## config.mk

```make
export PLATFORM = sky130hd
export DESIGN_NAME = camera_capture
export DESIGN_NICKNAME = d
export VERILOG_FILES = /design/src/rtl/camera_capture_pkg.sv /design/src/rtl/camera_capture.sv
export SDC_FILE = /design/constraint.sdc
export NUM_CORES = 1
export LEC_CHECK = 0
export ABC_AREA = 1
export BUFFER_PORTS_ARGS = -buffer_cell sky130_fd_sc_hd__buf_2
export CAP_MARGIN = 10
export CORE_UTILIZATION = 59
export CTS_BUF_LIST = sky130_fd_sc_hd__clkbuf_8
export DETAILED_ROUTE_END_ITERATION = 7
export GPL_ROUTABILITY_DRIVEN = 1
export PLACE_DENSITY = 0.91
export SYNTH_ARGS = -nofsm -noshare
export SYNTH_HDL_FRONTEND = slang
export SYNTH_SLANG_ARGS = --single-unit
export TNS_END_PERCENT = 100
```

## constraint.sdc

```tcl
create_clock -name writeClk -period 1.9 [get_ports writeClk]
set_input_delay 0.19 -clock writeClk [delete_from_list [all_inputs] [get_ports writeClk]]
set_output_delay 0.19 -clock writeClk [all_outputs]
set_load 0.05 [all_outputs]
```

## src/rtl/camera_capture_pkg.sv

```systemverilog
// Shared definitions for the camera capture path: active frame geometry,
// capture FSM encoding and saturating counter helpers. The frame buffer and
// VGA timing blocks import the same geometry.
package camera_capture_pkg;

  localparam int unsigned H_ACTIVE = 640;
  localparam int unsigned V_ACTIVE = 480;

  typedef enum logic [1:0] {
    SYNC_WAIT  = 2'd0,
    FRAME_IDLE = 2'd1,
    LINE       = 2'd2,
    SKIP       = 2'd3
  } cap_state_e;

  function automatic logic [9:0] sat_inc_col(input logic [9:0] v);
    return (v == 10'h3FF) ? v : v + 10'd1;
  endfunction

  function automatic logic [8:0] sat_inc_row(input logic [8:0] v);
    return (v == 9'h1FF) ? v : v + 9'd1;
  endfunction

endpackage

```

## src/rtl/camera_capture.sv

```systemverilog
// OV7670 capture front end: registers the camera bus, pairs bytes into RGB565
// pixels and emits one write per pixel inside the active window.
//
// state      | meaning
// -----------+-----------------------------------------------------------
// SYNC_WAIT  | between frames or after reset; waits for a VSYNC fall
// FRAME_IDLE | capturing frame, horizontal blanking (HREF low)
// LINE       | capturing frame, HREF high, bytes being paired
// SKIP       | frame rejected at its VSYNC fall; waits for VSYNC rise
//
// Pipeline: pins -> input regs -> pair stage -> output regs, so a low byte
// sampled at edge k produces a write strobe after edge k+2.
module camera_capture
  import camera_capture_pkg::*;
#(
  parameter int unsigned H_ACTIVE = camera_capture_pkg::H_ACTIVE,
  parameter int unsigned V_ACTIVE = camera_capture_pkg::V_ACTIVE
) (
  input  logic        writeClk,
  input  logic        reset,
  input  logic [7:0]  camD,
  input  logic        camHref,
  input  logic        camVsync,
  input  logic        captureEn,
  output logic [9:0]  inX,
  output logic [8:0]  inY,
  output logic        writeEn,
  output logic [15:0] pixelIn,
  output logic        frameDone,
  output logic [7:0]  frameCount,
  output logic [8:0]  lineCount
);

  logic [7:0]  dD_q;
  logic        dHref_q;
  logic        dVsync_q;
  logic        vsync_dly_q;

  cap_state_e  state_q, state_d;

  logic        phase_q;
  logic [7:0]  hi_q;
  logic [9:0]  col_q;
  logic [8:0]  row_q;

  logic        pend_vld_q;
  logic [15:0] pend_pix_q;
  logic [9:0]  pend_x_q;
  logic [8:0]  pend_y_q;

  logic [9:0]  inX_q;
  logic [8:0]  inY_q;
  logic        writeEn_q;
  logic [15:0] pixelIn_q;
  logic        frameDone_q;
  logic [7:0]  frameCount_q;
  logic [8:0]  lineCount_q;

  logic        vsync_fall;
  logic        vsync_rise;
  logic        byte_en;
  logic        line_exit;
  logic        frame_end;
  logic        in_window;

  assign vsync_fall = vsync_dly_q & ~dVsync_q;
  assign vsync_rise = ~vsync_dly_q & dVsync_q;
  assign in_window  = (32'(col_q) < H_ACTIVE) && (32'(row_q) < V_ACTIVE);

  // Single register stage on the camera bus plus a delayed VSYNC for edge detect.
  always_ff @(posedge writeClk) begin
    if (reset) begin
      dD_q        <= 8'd0;
      dHref_q     <= 1'b0;
      dVsync_q    <= 1'b0;
      vsync_dly_q <= 1'b0;
    end else begin
      dD_q        <= camD;
      dHref_q     <= camHref;
      dVsync_q    <= camVsync;
      vsync_dly_q <= dVsync_q;
    end
  end

  // FSM state register.
  always_ff @(posedge writeClk) begin
    if (reset) state_q <= SYNC_WAIT;
    else       state_q <= state_d;
  end

  // Next state plus datapath strobes; captureEn only matters at the VSYNC fall.
  always_comb begin
    state_d   = state_q;
    byte_en   = 1'b0;
    line_exit = 1'b0;
    frame_end = 1'b0;
    case (state_q)
      SYNC_WAIT: begin
        if (vsync_fall) state_d = captureEn ? FRAME_IDLE : SKIP;
      end
      FRAME_IDLE: begin
        if (vsync_rise) begin
          state_d   = SYNC_WAIT;
          frame_end = 1'b1;
        end else if (dHref_q) begin
          state_d = LINE;
          byte_en = 1'b1;
        end
      end
      LINE: begin
        if (vsync_rise) begin
          state_d   = SYNC_WAIT;
          frame_end = 1'b1;
        end else if (dHref_q) begin
          byte_en = 1'b1;
        end else begin
          state_d   = FRAME_IDLE;
          line_exit = 1'b1;
        end
      end
      SKIP: begin
        if (vsync_rise) state_d = SYNC_WAIT;
      end
      default: state_d = SYNC_WAIT;
    endcase
  end

  // Byte pairing, column/row position and the pair stage feeding the outputs.
  always_ff @(posedge writeClk) begin
    if (reset) begin
      phase_q    <= 1'b0;
      hi_q       <= 8'd0;
      col_q      <= 10'd0;
      row_q      <= 9'd0;
      pend_vld_q <= 1'b0;
      pend_pix_q <= 16'd0;
      pend_x_q   <= 10'd0;
      pend_y_q   <= 9'd0;
    end else begin
      pend_vld_q <= byte_en & phase_q & in_window;
      if (byte_en && phase_q) begin
        pend_pix_q <= {hi_q, dD_q};
        pend_x_q   <= col_q;
        pend_y_q   <= row_q;
      end
      if (vsync_fall) begin
        col_q   <= 10'd0;
        row_q   <= 9'd0;
        phase_q <= 1'b0;
      end else if (line_exit) begin
        // an unpaired high byte is simply forgotten here
        col_q   <= 10'd0;
        phase_q <= 1'b0;
        row_q   <= sat_inc_row(row_q);
      end else if (byte_en) begin
        phase_q <= ~phase_q;
        if (!phase_q) hi_q  <= dD_q;
        else          col_q <= sat_inc_col(col_q);
      end
    end
  end

  // Frame-buffer write port; position and pixel hold between strobes.
  always_ff @(posedge writeClk) begin
    if (reset) begin
      writeEn_q <= 1'b0;
      inX_q     <= 10'd0;
      inY_q     <= 9'd0;
      pixelIn_q <= 16'd0;
    end else begin
      writeEn_q <= pend_vld_q;
      if (pend_vld_q) begin
        inX_q     <= pend_x_q;
        inY_q     <= pend_y_q;
        pixelIn_q <= pend_pix_q;
      end
    end
  end

  // End-of-frame pulse and frame statistics.
  always_ff @(posedge writeClk) begin
    if (reset) begin
      frameDone_q  <= 1'b0;
      frameCount_q <= 8'd0;
      lineCount_q  <= 9'd0;
    end else begin
      frameDone_q <= frame_end;
      if (frame_end) begin
        frameCount_q <= frameCount_q + 8'd1;
        lineCount_q  <= row_q;
      end
    end
  end

  assign inX        = inX_q;
  assign inY        = inY_q;
  assign writeEn    = writeEn_q;
  assign pixelIn    = pixelIn_q;
  assign frameDone  = frameDone_q;
  assign frameCount = frameCount_q;
  assign lineCount  = lineCount_q;

endmodule

```

# Word-level counts from Yosys, hierarchy flattened
# Cells that the tools add are included.
[classes]
n_addsub = 3
magnitude_cmp = 2
n_eq_ne = 9
muxes = 16
n_bitwise = 11
reduce_logical = 10
[op_table]
columns = ["cell", "count"]
rows = [
  ["$mux W2", 7],
  ["$add A10 B1 Y10 const B", 1],
  ["$eq A10 B10 Y1 const B", 1],
  ["$lt A10 B10 Y1 const B", 1],
  ["$add A9 B1 Y9 const B", 1],
  ["$eq A9 B9 Y1 const B", 1],
  ["$lt A9 B9 Y1 const B", 1],
  ["$add A8 B1 Y8 const B", 1],
  ["$mux W1", 8],
  ["$pmux W2 S4", 1],
  ["$reduce_and A4 Y1", 2],
  ["$not A1 Y1", 7],
  ["$ne A3 B3 Y1 const B", 2],
  ["$and A1 B1 Y1", 4],
  ["$eq A2 B2 Y1 const B", 2],
  ["$ne A2 B2 Y1 const B", 2],
  ["$reduce_or A2 Y1", 2],
  ["$reduce_and A3 Y1", 1],
  ["$reduce_or A3 Y1", 1],
  ["$eq A2 B1 Y1 const B", 1],
  ["$logic_and A1 B1 Y1", 2],
  ["$logic_not A2 Y1", 1],
  ["$reduce_and A2 Y1", 1],
]
[totals]
regBits = 131
in_bits = 13
out_inout_bits = 54
wordCells = 71

# Depth between registers and ports, before layout
[logic_depth]
ltp_word = 6
mapped_depth = 10
depth_no_buf = 10

# Worst setup path after synthesis
# No wires, ideal clock.
[synth_path]
kind = "reg2reg"
startpoint = "reg row_q[1]"
endpoint = "reg row_q[1]"
setup_ns = 0.116
arrival_time_ns = 1.451
required_ns = 1.784
slack_ns = 0.333
stages_incl_launch_ff = 9
path_buffers = 1
synth_period_minus_slack_ns = 1.567
path_cell_list = "dfxtp_1 -> ha_1 -> nand3_1 -> nor4_1 -> ha_1 -> nor2_4 -> buf_4 -> o21ai_0 -> nor2_1"
[synth_between]
elab_chain_len = 3
word_cells_on_any_way = 4
classes_between = "add/sub (1); eq/ne (1); bitwise (1); reduce/logical (1)"
[synth_lines]
columns = ["element", "line", "rtl"]
rows = [
  ["start, declared", "camera_capture.sv:44", "logic [8:0] row_q;"],
  ["start signal, assigned", "camera_capture.sv:154", "row_q <= sat_inc_row(row_q);"],
  ["branches (longest 3 deep; another with $add A9 B1 Y9)", "-", ""],
]
# Parallel ways; which one is timed is not known.
# A chain may end at the register's enable or synchronous reset.

# Worst setup path after layout
[layout_path]
startpoint = "reg state_q[0]"
endpoint = "reg col_q[5]"
[layout_between]
elab_chain_len = 4
word_cells_on_any_way = 7
classes_between = "eq/ne (2); mux (2); reduce/logical (3)"
[layout_lines]
columns = ["element", "line", "rtl"]
rows = [
  ["start, declared", "camera_capture.sv:39", "cap_state_e state_q, state_d;"],
  ["start signal, assigned", "camera_capture.sv:88", "else state_q <= state_d;"],
  ["$eq A2 B2 Y1 or $eq A2 B1 Y1 (tied branches)", "camera_capture.sv:97", "case (state_q)"],
  ["$reduce_or A2 Y1 (no source line)", "-", ""],
  ["$mux W1", "-", ""],
  ["$reduce_and A3 Y1 (no source line)", "-", ""],
  ["end signal, assigned", "camera_capture.sv:158", "else col_q <= sat_inc_col(col_q);"],
  ["end, declared", "camera_capture.sv:43", "logic [9:0] col_q;"],
]
# Parallel ways exist; a longest one is shown, timed or not.

==> metrics.cfg <==
[die]
io_pins = 67
die_area_sq_mm = 0.00903
floorplan.rows = 33
die_h_um = 95.0
initial_core_util_pct = 61.5
die_w_um = 95.0
core_area_sq_mm = 0.00830

[timing]
rsz0062_at_grt = yes
fin_crit_sh_pct = 94.8
slew_headroom_pct = 68.3
clock_skew_ns = 0.00788
slew_violations = 0
fmax_ghz = 0.555
fin_ws_ns = 0.0983
finalCriticalPeriod_ns = 1.80
setup_viol = 0
setup_tns_ns = 0
hold_viol = 0
tightest_slew_ns = 0.475
whs_ns = 0.0914

[synthesis]
ys_ff_latch = 131
ys_seq_area_share_pct = 51.3
synth_edf_count = 0
synth_area_sq_mm = 0.00511
syn_nets = 670
synth_warnings = 0
synth_cell_type_count = 33
syn_inst = 648
syn_area_per_cell_sq_um = 7.88
yosys.area.top_type_share_pct = 51.3
async_reset_ff_share_pct = 0
synth_top_area_cell = dfxtp_1
synth_area_leaders = dfxtp_1, o21ai_0, nor2_1, a21oi_1, nand2_1
ys.flop_type = dfxtp_1

[routing]
wl_mm = 12.0
drtPass1Iterations = 5
wl_per_cell_um = 14.2
via_per_inst = 5.53
drc = 0
ant_nets = 0
vias = 4661
drt_iter0_markers = 372

[finish]
fin_nets = 747
syn_to_final_growth_pct = 17.7
layout-drive-gt1-share_pct = 18.2
fillers = 574
antenna_cells = 0

[setup_path]
worstPathRequired_ns = 2.27
crit_path_end_kind = register
critical_path.max_fanout = 6
worst_setup_path_start_kind = register
critical_path_arrival_ns = 2.17
crit_type = register to register

[global_routing]
grt_pass1_vias = 4283
grt_max_degree = 68
grt.busiest_layer = met2
gr-total-overflow = 0
antenna_found_initial = 0
grt_use_met2_pct = 47.7
grt_util_all_layers_pct = 27.6
grtUsageMet3_pct = 6.30
met1_usage_pct = 33.2
grt_pass1_wl_mm = 19.3

[clock_tree]
cts-root-buf = clkbuf_8
numClockSinks = 131
cts_max_level = 4
clk_pin_slew_ns = 0.07
cts_tree = built
cts_buffers = 17
clkLatencyLatePin_ns = 0.43
clockBufferDepth = 2

[hold_path]
hp-class = primary input to register

[placed_design]
portBuffers = 66
dp_slack_ns = 0.110
hpwlAfterDp_mm = 7.50
place_congestion = 0.910

[run]
drv_cap = 0

[power_and_ir_drop]
p_per_area_mw_per_mm2 = 990
p_leak_nw = 2.76
vdd_drop_max_mv = 0.692

[status]
status = finished, final reports clean

[state kept, by name, summed over array words and instances, names as in the netlist, 2 cells and up]
register,cells
row_q,9
inX,10
hi_q,8
col_q,10
lineCount,9
frameCount,8
pend_x_q,10
inY,9
pend_pix_q,16
pend_y_q,9
state_q,2
dD_q,8
pixelIn,16
[worst max-delay path, cell delays in order (launching register included)]
cell and delay (ns):
dfxtp_2 0.35, inv_1 0.09, ha_1 0.33, nand2_1 0.10, inv_1 0.11, nand2_4 0.11
nor2_8 0.20, buf_4 0.15, nand3_1 0.09, nand2_1 0.09, nand2_1 0.06, nor2_1 0.08
[synth_stat cells, types with 2 or more instances]
cell type	number
dfxtp_1	131
nor2_1	114
o21ai_0	95
a21oi_1	72
nand2_1	71
inv_1	66
nand3_1	17
clkbuf_1	16
ha_1	9
buf_2	8
nand4_1	7
nand2_4	4
nor2_2	4
xor2_1	4
buf_4	3
inv_2	3
nor2_4	3
nor3_1	3
buf_6	2
nand2_2	2
nand3b_1	2
[worst paths after layout]
path | depth (start not counted) | startpoint | to | slack [ns]
setup / recovery | 11 | state_q[0] | col_q[5] | 0.1
setup reg to reg | 11 | state_q[0] | col_q[5] | 0.1
hold / removal | 4 | captureEn | state_q[1] | 0.09
hold reg to reg | 2 | pend_y_q[2] | pend_y_q[2] | 0.45
[cell type report]
cell class	count	area (sq um)	area share [%]
clock buffers	18	248	4.12
clock inverters	14	101	1.69
inverters	69	259	4.31
multi-input cells	419	2110	35.1
flip-flops and latches	131	2630	43.7
well taps	105	131	2.19
repair buffers	87	538	8.95
[layout by cell type, fill, tap and decap left out, types with 5 or more instances in the layout]
| cell | synthesis | final |
|---|---|---|
| clkbuf_8 | 0 | 18 |
| nand2_1 | 71 | 71 |
| dfxtp_1 | 131 | 129 |
| nand4_1 | 7 | 7 |
| inv_1 | 66 | 68 |
| o21ai_0 | 95 | 95 |
| buf_2 | 8 | 66 |
| inv_2 | 3 | 6 |
| dlygate4sd3_1 | 0 | 10 |
| buf_4 | 3 | 9 |
| nor2_1 | 114 | 113 |
| ha_1 | 9 | 8 |
| a21oi_1 | 72 | 72 |
| nand3_1 | 17 | 17 |
| nor2_2 | 4 | 5 |
[cells by family (layout without fill, tap and decap cells)]
kind of cell | after synthesis | in the layout | share of synthesized area [%]
DFF | 131 | 131 | 51.3
and+or+nand+nor | 235 | 236 | 21.0
AOI/OAI and AO/OA | 170 | 170 | 16.8
buffers and inverters | 99 | 188 | 7.99
xor gates and xnor gates | 4 | 4 | 0.686
adders and majority gates | 9 | 9 | 2.20
[per-stage QoR]
step	cells	power (mW)	area (sq um)	util, %
6_report	843	5.95	6010	72.4
5_1_grt	843	6.19	6010	72.4
4_1_cts	838	5.93	5950	71.7
3_5_place_dp	796	3.89	5500	66.2
3_3_place_gp	796	3.85	5500	66.2
2_1_floorplan	648	3.68	5110	-
[where the power goes]
part	switching [mW]	internal, mW	total, mW
Clock	1.02	1.04	2.06
Combinational	0.648	0.261	0.909
Sequential	0.0970	2.89	2.98
Total	1.77	4.18	5.95
[layer usage]
metal / part of all wire, % / up-vias / wire length, um
met5: 0 / - / 0
li1: - / 2258 / -
met2: 49 / 199 / 5910
met4: 2.7 / 0 / 328
met1: 42 / 2169 / 5040
met3: 5.9 / 35 / 704
[repair_timing]
action | CTS | global route
resized for setup | 0 | 8
endpoints found under the setup margin | 0 | 46
setup buffers | 0 | 4
endpoints found under the hold margin | 10 | 0
hold buffers | 10 | 0
Note: power is estimated with default switching activity, not from simulation.
